===== src/rtl/iter_muldiv.sv =====
// iter_muldiv: iterative multiply/divide unit for the EX stage.
// Processes one operand bit per clock. It handles signed and unsigned
// multiply (shift-add) and divide (restoring). It also supports an annul
// (flush) input and detects divide-by-zero.
//
// Ports:
//   clk         clock, rising edge
//   rst         synchronous active-high reset
//   start_i     request a new operation (sampled only in IDLE)
//   op_i        00=multu 01=mult 10=divu 11=div
//   opdata1_i   multiplicand / dividend
//   opdata2_i   multiplier / divisor
//   annul_i     abort the in-flight operation
//   busy_o      high while iterating or applying the sign fix-up
//   ready_o     one-cycle pulse; result_o and div_zero_o are valid
//   result_o    mul: {hi,lo} product; div: {remainder,quotient}
//   div_zero_o  set with ready_o when a divide had a zero divisor
module iter_muldiv #(
  parameter int WIDTH = 32
) (
  input  logic                 clk,
  input  logic                 rst,
  input  logic                 start_i,
  input  logic [1:0]           op_i,
  input  logic [WIDTH-1:0]     opdata1_i,
  input  logic [WIDTH-1:0]     opdata2_i,
  input  logic                 annul_i,
  output logic                 busy_o,
  output logic                 ready_o,
  output logic [2*WIDTH-1:0]   result_o,
  output logic                 div_zero_o
);

  localparam int CNT_W = $clog2(WIDTH) + 1;

  typedef enum logic [1:0] {
    S_IDLE,
    S_CALC,
    S_FIX,
    S_DONE
  } state_t;

  state_t state_q, state_d;

  // Magnitude of a two's-complement operand. The result is returned as
  // unsigned, so -2^(WIDTH-1) maps to 2^(WIDTH-1) without overflow.
  function automatic logic [WIDTH-1:0] abs_val(input logic signed [WIDTH-1:0] v);
    if (v < 0) return $unsigned(-v);
    else       return $unsigned(v);
  endfunction

  function automatic logic [WIDTH-1:0] negate_w(input logic [WIDTH-1:0] v);
    return -v;
  endfunction

  function automatic logic [2*WIDTH-1:0] negate_2w(input logic [2*WIDTH-1:0] v);
    return -v;
  endfunction

  logic signed [WIDTH-1:0] opa_s, opb_s;
  logic [WIDTH-1:0]        opa_mag, opb_mag;
  logic                    accept;
  logic                    div_by_zero;

  // Operation state captured at accept time
  logic [1:0]              op_p0;
  logic                    neg_quot_p0;
  logic                    neg_rem_p0;
  logic [WIDTH-1:0]        operand_p0;   // multiplicand or divisor magnitude
  logic [2*WIDTH-1:0]      work_p0;      // {hi,lo} product or {rem,quot}
  logic [CNT_W-1:0]        cnt_p0;

  assign opa_s   = opdata1_i;
  assign opb_s   = opdata2_i;
  assign opa_mag = op_i[0] ? abs_val(opa_s) : opdata1_i;
  assign opb_mag = op_i[0] ? abs_val(opb_s) : opdata2_i;

  assign accept      = (state_q == S_IDLE) && start_i && !annul_i;
  assign div_by_zero = op_i[1] && (opdata2_i == '0);

  assign busy_o  = (state_q == S_CALC) || (state_q == S_FIX);
  assign ready_o = (state_q == S_DONE);

  // ---- control FSM
  always_ff @(posedge clk) begin
    if (rst) state_q <= S_IDLE;
    else     state_q <= state_d;
  end

  always_comb begin
    state_d = state_q;
    case (state_q)
      S_IDLE: begin
        if (accept) state_d = div_by_zero ? S_DONE : S_CALC;
      end
      S_CALC: begin
        if (annul_i)                  state_d = S_IDLE;
        else if (cnt_p0 == CNT_W'(1)) state_d = S_FIX;
      end
      S_FIX: begin
        state_d = annul_i ? S_IDLE : S_DONE;
      end
      S_DONE: begin
        state_d = S_IDLE;
      end
      default: state_d = S_IDLE;
    endcase
  end

  // ---- one iteration step
  logic [WIDTH-1:0]   mul_addend;
  logic [WIDTH:0]     mul_sum;
  logic [2*WIDTH-1:0] mul_next;
  logic [WIDTH:0]     div_shift;
  logic [WIDTH:0]     div_trial;
  logic               div_fits;
  logic [2*WIDTH-1:0] div_next;

  always_comb begin
    mul_addend = work_p0[0] ? operand_p0 : '0;
    // The carry out of the upper-half add becomes the top bit after the shift
    mul_sum    = {1'b0, work_p0[2*WIDTH-1:WIDTH]} + {1'b0, mul_addend};
    mul_next   = {mul_sum, work_p0[WIDTH-1:1]};

    // The partial remainder stays below the divisor, so the shifted value
    // fits in WIDTH+1 bits. A trial difference that fits always fits in WIDTH bits.
    div_shift  = {work_p0[2*WIDTH-1:WIDTH], work_p0[WIDTH-1]};
    div_trial  = div_shift - {1'b0, operand_p0};
    div_fits   = (div_shift >= {1'b0, operand_p0});
    div_next   = div_fits ? {div_trial[WIDTH-1:0], work_p0[WIDTH-2:0], 1'b1}
                          : {div_shift[WIDTH-1:0], work_p0[WIDTH-2:0], 1'b0};
  end

  // ---- sign fix-up
  logic [2*WIDTH-1:0] fix_result;
  logic [WIDTH-1:0]   fix_rem, fix_quot;

  always_comb begin
    fix_rem  = neg_rem_p0  ? negate_w(work_p0[2*WIDTH-1:WIDTH]) : work_p0[2*WIDTH-1:WIDTH];
    fix_quot = neg_quot_p0 ? negate_w(work_p0[WIDTH-1:0])       : work_p0[WIDTH-1:0];
    case (op_p0)
      2'b01:   fix_result = neg_quot_p0 ? negate_2w(work_p0) : work_p0;
      2'b11:   fix_result = {fix_rem, fix_quot};
      default: fix_result = work_p0;
    endcase
  end

  // ---- datapath registers (no reset; only meaningful after accept)
  always_ff @(posedge clk) begin
    if (accept) begin
      op_p0       <= op_i;
      neg_quot_p0 <= op_i[0] & (opdata1_i[WIDTH-1] ^ opdata2_i[WIDTH-1]);
      neg_rem_p0  <= op_i[0] & opdata1_i[WIDTH-1];
      cnt_p0      <= CNT_W'(WIDTH);
      if (op_i[1]) begin
        operand_p0 <= opb_mag;
        work_p0    <= {{WIDTH{1'b0}}, opa_mag};
      end else begin
        operand_p0 <= opa_mag;
        work_p0    <= {{WIDTH{1'b0}}, opb_mag};
      end
    end else if (state_q == S_CALC) begin
      cnt_p0  <= cnt_p0 - CNT_W'(1);
      work_p0 <= op_p0[1] ? div_next : mul_next;
    end
  end

  // ---- result and divide-by-zero flag, held until the next update
  always_ff @(posedge clk) begin
    if (rst) begin
      result_o   <= '0;
      div_zero_o <= 1'b0;
    end else if (accept) begin
      div_zero_o <= div_by_zero;
      if (div_by_zero) result_o <= {opdata1_i, {WIDTH{1'b1}}};
    end else if ((state_q == S_FIX) && !annul_i) begin
      result_o <= fix_result;
    end
  end

endmodule


===== config.mk =====
export PLATFORM = sky130hd
export DESIGN_NAME = iter_muldiv
export DESIGN_NICKNAME = d
export VERILOG_FILES = /design/src/rtl/iter_muldiv.sv
export SDC_FILE = /design/constraint.sdc
export NUM_CORES = 1
export LEC_CHECK = 0
export BUFFER_PORTS_ARGS = -buffer_cell sky130_fd_sc_hd__clkbuf_2
export CELL_PAD_IN_SITES_DETAIL_PLACEMENT = 1
export CELL_PAD_IN_SITES_GLOBAL_PLACEMENT = 1
export CORE_ASPECT_RATIO = 1.5
export CORE_UTILIZATION = 50
export DETAILED_ROUTE_END_ITERATION = 10
export PLACE_DENSITY = 0.95
export SLEW_MARGIN = 5
export SYNTH_ARGS = -nofsm -noshare
export SYNTH_HDL_FRONTEND = slang
export SYNTH_SLANG_ARGS = --single-unit

===== constraint.sdc =====
create_clock -name clk -period 7.4 [get_ports clk]
set_input_delay 0.37 -clock clk [delete_from_list [all_inputs] [get_ports clk]]
set_output_delay 0.37 -clock clk [all_outputs]
set_load 0.05 [all_outputs]

* Word-level counts from Yosys, hierarchy flattened *
Index checks and enable logic that the tools add are counted.

storage, ports and cells
  memories kept = 0
  bits in latches = 0
  bits in registers = 173
  input bits = 70
  ROM bits = 0
  memory bits (writable) = 0

operators by class
  add/sub/neg operators = 8
  reduce and logical (&&, ||, !) cells = 12
  bitwise gates (word level) = 3
  multiply operators = 0
  $lt $le $gt $ge = 3
  equality and inequality tests = 9
  shifts and indexed selects = 0
  div/mod/pow operators = 0
  muxes and demuxes = 24

operators with widths
  cell                                                   count
  2-to-1 mux 64 bit                                      8
  2-to-1 mux 32 bit                                      9
  negation 32 bit                                        4
  one-hot mux 64 bit (2 select lines)                    1
  < comparator 32 x 1 -> 1 bit, second input constant    2
  negation 64 bit                                        1
  adder 32 x 32 -> 33 bit                                1
  greater-or-equal comparator 33 x 32 -> 1 bit           1
  logical NOT 32 bit                                     1
  subtractor 32 bit                                      1
  2-to-1 mux 2 bit                                       5
  one-hot mux 2 bit (4 select lines)                     1
  == test 2 bit, second input constant                   3
  == test 6 x 1 -> 1 bit, second input constant          1
  subtractor 6 x 1 -> 6 bit, second input constant       1
  == test 2 x 1 -> 1 bit, second input constant          2
  logical AND 1 bit                                      4
  AND reduction 2 bit                                    2
  nonzero test 2 bit                                     2
  inequality test 3 x 2 -> 1 bit, second input constant  1
  bitwise AND 1 bit                                      2
  logical NOT 2 bit                                      1
  inequality test 2 x 1 -> 1 bit, second input constant  1
  inequality test 2 bit, second input constant           1
  3 further kinds                                        3

* Depth between registers and ports, before layout *
  word-level depth = 5
  mapped depth = 14
  mapped depth without buffers = 12

* Least setup slack after synthesis *
No wires, ideal clock.

  path type = reg-to-reg
  from = register state_q[0]
  to = register work_p0[0], enable pin
  setup slack = 4123 ps
  stages on the path, launching flop included = 8
  clock period less this slack = 3277 ps
  arrival = 2844 ps
  required time = 6967 ps
  cell sequence = dfxtp_1 > inv_1 > ha_1 > nand2_1 > or2_2 > clkbuf_1 > clkbuf_1 > nand2b_1

on the way
  word-level cells in the longest chain between the ends = 4
  elaborated cells between the ends (all ways) = 5
  classes of those cells = eq/ne: 1; reduce/logical: 4

ends and longest elaborated chain
  element                                  RTL line  text
  from (decl)                              43        state_t state_q, state_d;
  from (signal assigned)                   87        else state_q <= state_d;
  logical NOT 2 bit                        78        assign accept = (state_q == S_IDLE) && start_i && !annul_i;
  logical AND 1 bit (2 in a row)           78
  nonzero test 2 bit (no source line) (*)  n/a
  to (signal assigned)                     157       work_p0 <= {{WIDTH{1'b0}}, opa_mag};
  to (signal assigned)                     160       work_p0 <= {{WIDTH{1'b0}}, opb_mag};
  to (signal assigned)                     164       work_p0 <= op_p0[1] ? div_next : mul_next;
  to (decl)                                70        logic [2*WIDTH-1:0] work_p0;

Mark *: on every way between the ends. The rest lies on a longest branch, timed or not.
A chain may end at the register's enable or synchronous reset.

* Final worst setup path *
  from = register work_p0[0]
  to = register work_p0[63], data pin

on the way
  word-level cells in the longest chain between the ends = 5

ends and longest elaborated chain
  element                  RTL line  text
  2-to-1 mux 32 bit        120       mul_addend = work_p0[0] ? operand_p0 : '0;
  adder 32 x 32 -> 33 bit  122       mul_sum = {1'b0, work_p0[2*WIDTH-1:WIDTH]} + {1'b0, mul_addend};
  2-to-1 mux 64 bit        164
  2-to-1 mux 64 bit        162       end else if (state_q == S_CALC) begin
  2-to-1 mux 64 bit        150       if (accept) begin

No other way between the ends. The select of a mux whose other input is x is not followed.

==> impl_metrics.yaml <==
outcome:
  status: "complete, no violations"
timing:
  tns_ns: 0
  setup_slack_ns: 2.263
  finalSetupViolations: 0
  relSlewSlack_pct: 14.77
  rsz0062_at_grt: "no"
  fin_crit_sh_pct: 69.43
  drv_slew: 0
  timing.fmax_mhz: 194.6
  tightest_slew_ns: 1.267
  final-hold-violation-count: 0
  skew_ns: 0.01898
  min_period_ns: 5.137
detailed_routing:
  drt_iter0_drc: 1926
  ant_nets: 0
  drt_wl_total_microns: 68780
  route.detailed.drc: 0
  avgViaCountPerCell: 7.356
  wire_per_inst_microns: 31.19
  drt_first_pass_iters: 7
  vias: 16219
synth:
  synth.most_common_cell: "nor2_1"
  netlist_area_sq_mm: 0.01446
  async_reset_ff_share_pct: 0
  yosysSeqAreaShare_pct: 30.87
  netlist_instances: 1731
  ys_top_cells_by_area: "edfxtp_1 21%, dfxtp_1 10%, mux2i_1 6.5%"
  synthFlopType: "edfxtp_1"
  synth_top_area_share_pct: 20.77
  synth_warnings: 0
  yosys-top-cells-count: "222 x nor2_1, 150 x a21oi_1, 126 x nand2_1"
  synth_edf_count: 100
  avgSynthCellArea_sq_um: 8.354
  yosys.area.top_type: "edfxtp_1"
  ys_types: 76
  synth_nets: 1878
  ys_ff_latch: 173
global_route:
  grt_pass1_vias: 16858
  grt_overflow_total: 0
  antenna_found_initial: 8
  track_usage_pct: 46.82
  grt_start_max_net_pins: 72
  grt_pass1_wl_microns: 103400
pwr:
  p_comb_share_pct: 60.6
  powerDensity_mw_per_mm2: 471.0
  ir_drop_v: 0.0003365
  p_clk_share_pct: 12.6
  power_leakage_nw: 6.486
  seq_power_share_pct: 26.8
  internal_power_mw: 3.488
  switching_share_pct: 53.51
  p_switching_mw: 4.014
finish:
  stdcell_count: 2205
  area_delta_synth_final_pct: 10.14
  drive_gt1_share_pct: 12.26
  nets: 1953
place:
  gp_congestion: 0.9857
  pre_cts_ws_ns: 3.250
  portBuffers: 136
  hpwlAfterDp_microns: 44060
  placed_cells: 2172
clock_tree:
  cts.sinks: 173
  clk_pin_slew_ns: 0.08
  cts_tree: "done"
  post_cts_resized: 0
  clock-root-buffer: "clkbuf_16"
  cts_hold_buf: 0
  h-tree-depth: 4
  post_cts_buffers: 0
  worst_skew_pair.late_latency_ns: 0.47
  cts_made_buffers: 17
  cts_max_path_buffers: 2
floorplan:
  die_w_microns: 140.9
  start_util_pct: 51.19
  dieArea_sq_mm: 0.02962
  design.core.area_sq_mm: 0.02825
  num_rows: 75
  die_y_microns: 210.3
  io-pin-count: 137
run:
  max_cap_violations: 0
worst_hold_path:
  hp-class: "input port to flip-flop"
worst_setup_path:
  cp_max_fo: 33
  cp-start-kind: "flip-flop"
  arrival_ns: 5.30
  cp-end-kind: "flip-flop"
  critPathRequiredTime_ns: 7.56
  critical_path_class: "flip-flop to flip-flop"
## power by group through the flow
| stage | Clock, mW | Sequential (mW) | Combinational [mW] |
|---|---|---|---|
| after floorplan | 0 | 1.93 | 2.88 |
| after global placement | 0 | 1.92 | 3.95 |
| after detailed placement | 0 | 1.96 | 4.14 |
| after CTS | 0.932 | 1.97 | 4.33 |
| after global routing | 0.957 | 2.02 | 4.76 |
| final | 0.946 | 2.01 | 4.54 |
## worst paths after layout
check | slack (ns) | to | startpoint | cells past startpoint
min reg2reg | 0.47 | result_o[51] | result_o[51] | 2
max reg2reg | 2.26 | work_p0[63] | work_p0[0] | 13
max | 2.26 | work_p0[63] | work_p0[0] | 13
min | 0.25 | result_o[41] | opdata1_i[9] | 3
## state kept, by name (all words and copies together), names as in the netlist
signal	count
op_p0	2
neg_rem_p0	1
state_q	2
div_zero_o	1
operand_p0	32
work_p0	64
neg_quot_p0	1
cnt_p0	6
result_o	64
## per-layer routing
metal	up-vias	global-route usage, %	wire length [microns]	part of all wire (%)
li1	6474	-	-	-
met1	7754	48.85	22140	32
met2	1430	75.42	31490	46
met3	547	14.08	7552	11
met4	14	43.40	7503	11
met5	-	0	94	0.14
## logic make-up (layout without fill, tap and decap cells)
kind of cell / Yosys count / after routing / share of synthesized area, %
xor gates and xnor gates: 165 / 165 / 9.994
DFF: 173 / 173 / 30.87
muxes: 100 / 100 / 6.974
AOI/OAI and AO/OA: 494 / 494 / 22.29
adders and majority gates: 77 / 77 / 6.766
other: 0 / 1 / 0
buffers and inverters: 157 / 245 / 4.404
and+or+nand+nor: 565 / 565 / 18.70
## cell type report
type / instances / area, sq um
inverters: 64 / 241.5
diodes: 1 / 2.502
flip-flops and latches: 173 / 4464
repair buffers: 149 / 780.7
multi-input cells: 1401 / 9379
clock buffers: 20 / 457.9
clock inverters: 12 / 118.9
well taps: 385 / 481.7
fillers: 3330 / 12320
## through the flow
step	power [mW]	utilization, %	cell area [sq um]	hold WS [ns]
finish	7.501	56.39	15930	0.2487
global route	7.735	56.38	15920	0.2557
CTS	7.226	56.38	15920	0.2283
detailed placement	6.098	54.33	15350	0.4475
global placement	5.865	54.33	15350	0.4461
floorplan	4.813	-	14460	0.4644
## placed cells by master, fill, tap and decap left out, drive strengths merged, types with 7 or more instances in the layout
| cell type | Yosys | layout |
|---|---|---|
| or2 | 12 | 12 |
| o22ai | 12 | 12 |
| a31oi | 27 | 27 |
| clkbuf | 67 | 155 |
| nand2 | 126 | 126 |
| nor3 | 47 | 47 |
| xor2 | 84 | 84 |
| o21bai | 8 | 8 |
| a211oi | 61 | 61 |
| nand3 | 24 | 24 |
| o21ai | 96 | 96 |
| o31ai | 15 | 15 |
| nor2 | 222 | 222 |
| nand4 | 14 | 14 |
| and2 | 13 | 13 |
| or4 | 10 | 10 |
| inv | 64 | 70 |
| and3 | 8 | 8 |
| a211o | 7 | 7 |
| edfxtp | 100 | 100 |
| buf | 26 | 14 |
| nor2b | 16 | 16 |
| ha | 75 | 75 |
| nand2b | 17 | 17 |
| nor4 | 22 | 22 |
| o21a | 14 | 14 |
| a21oi | 151 | 151 |
| o41ai | 16 | 16 |
| dfxtp | 73 | 73 |
| o211a | 9 | 9 |
| mux2i | 94 | 94 |
| xnor2 | 81 | 81 |
| a21o | 34 | 34 |
| o211ai | 15 | 15 |
| or3 | 12 | 12 |
## worst max-delay path: stages, from the launching register on
cell,delay (ns)
edfxtp_1,0.48
inv_1,0.06
buf_4,0.27
nor2_1,0.25
fa_1,0.41
a21o_1,0.20
a31oi_1,0.13
o31ai_1,0.71
o21ai_1,0.28
a31oi_1,0.66
a21o_1,0.27
a31oi_1,0.18
o21a_1,0.24
nor3_1,0.67
(Power assumes the default switching activity.)
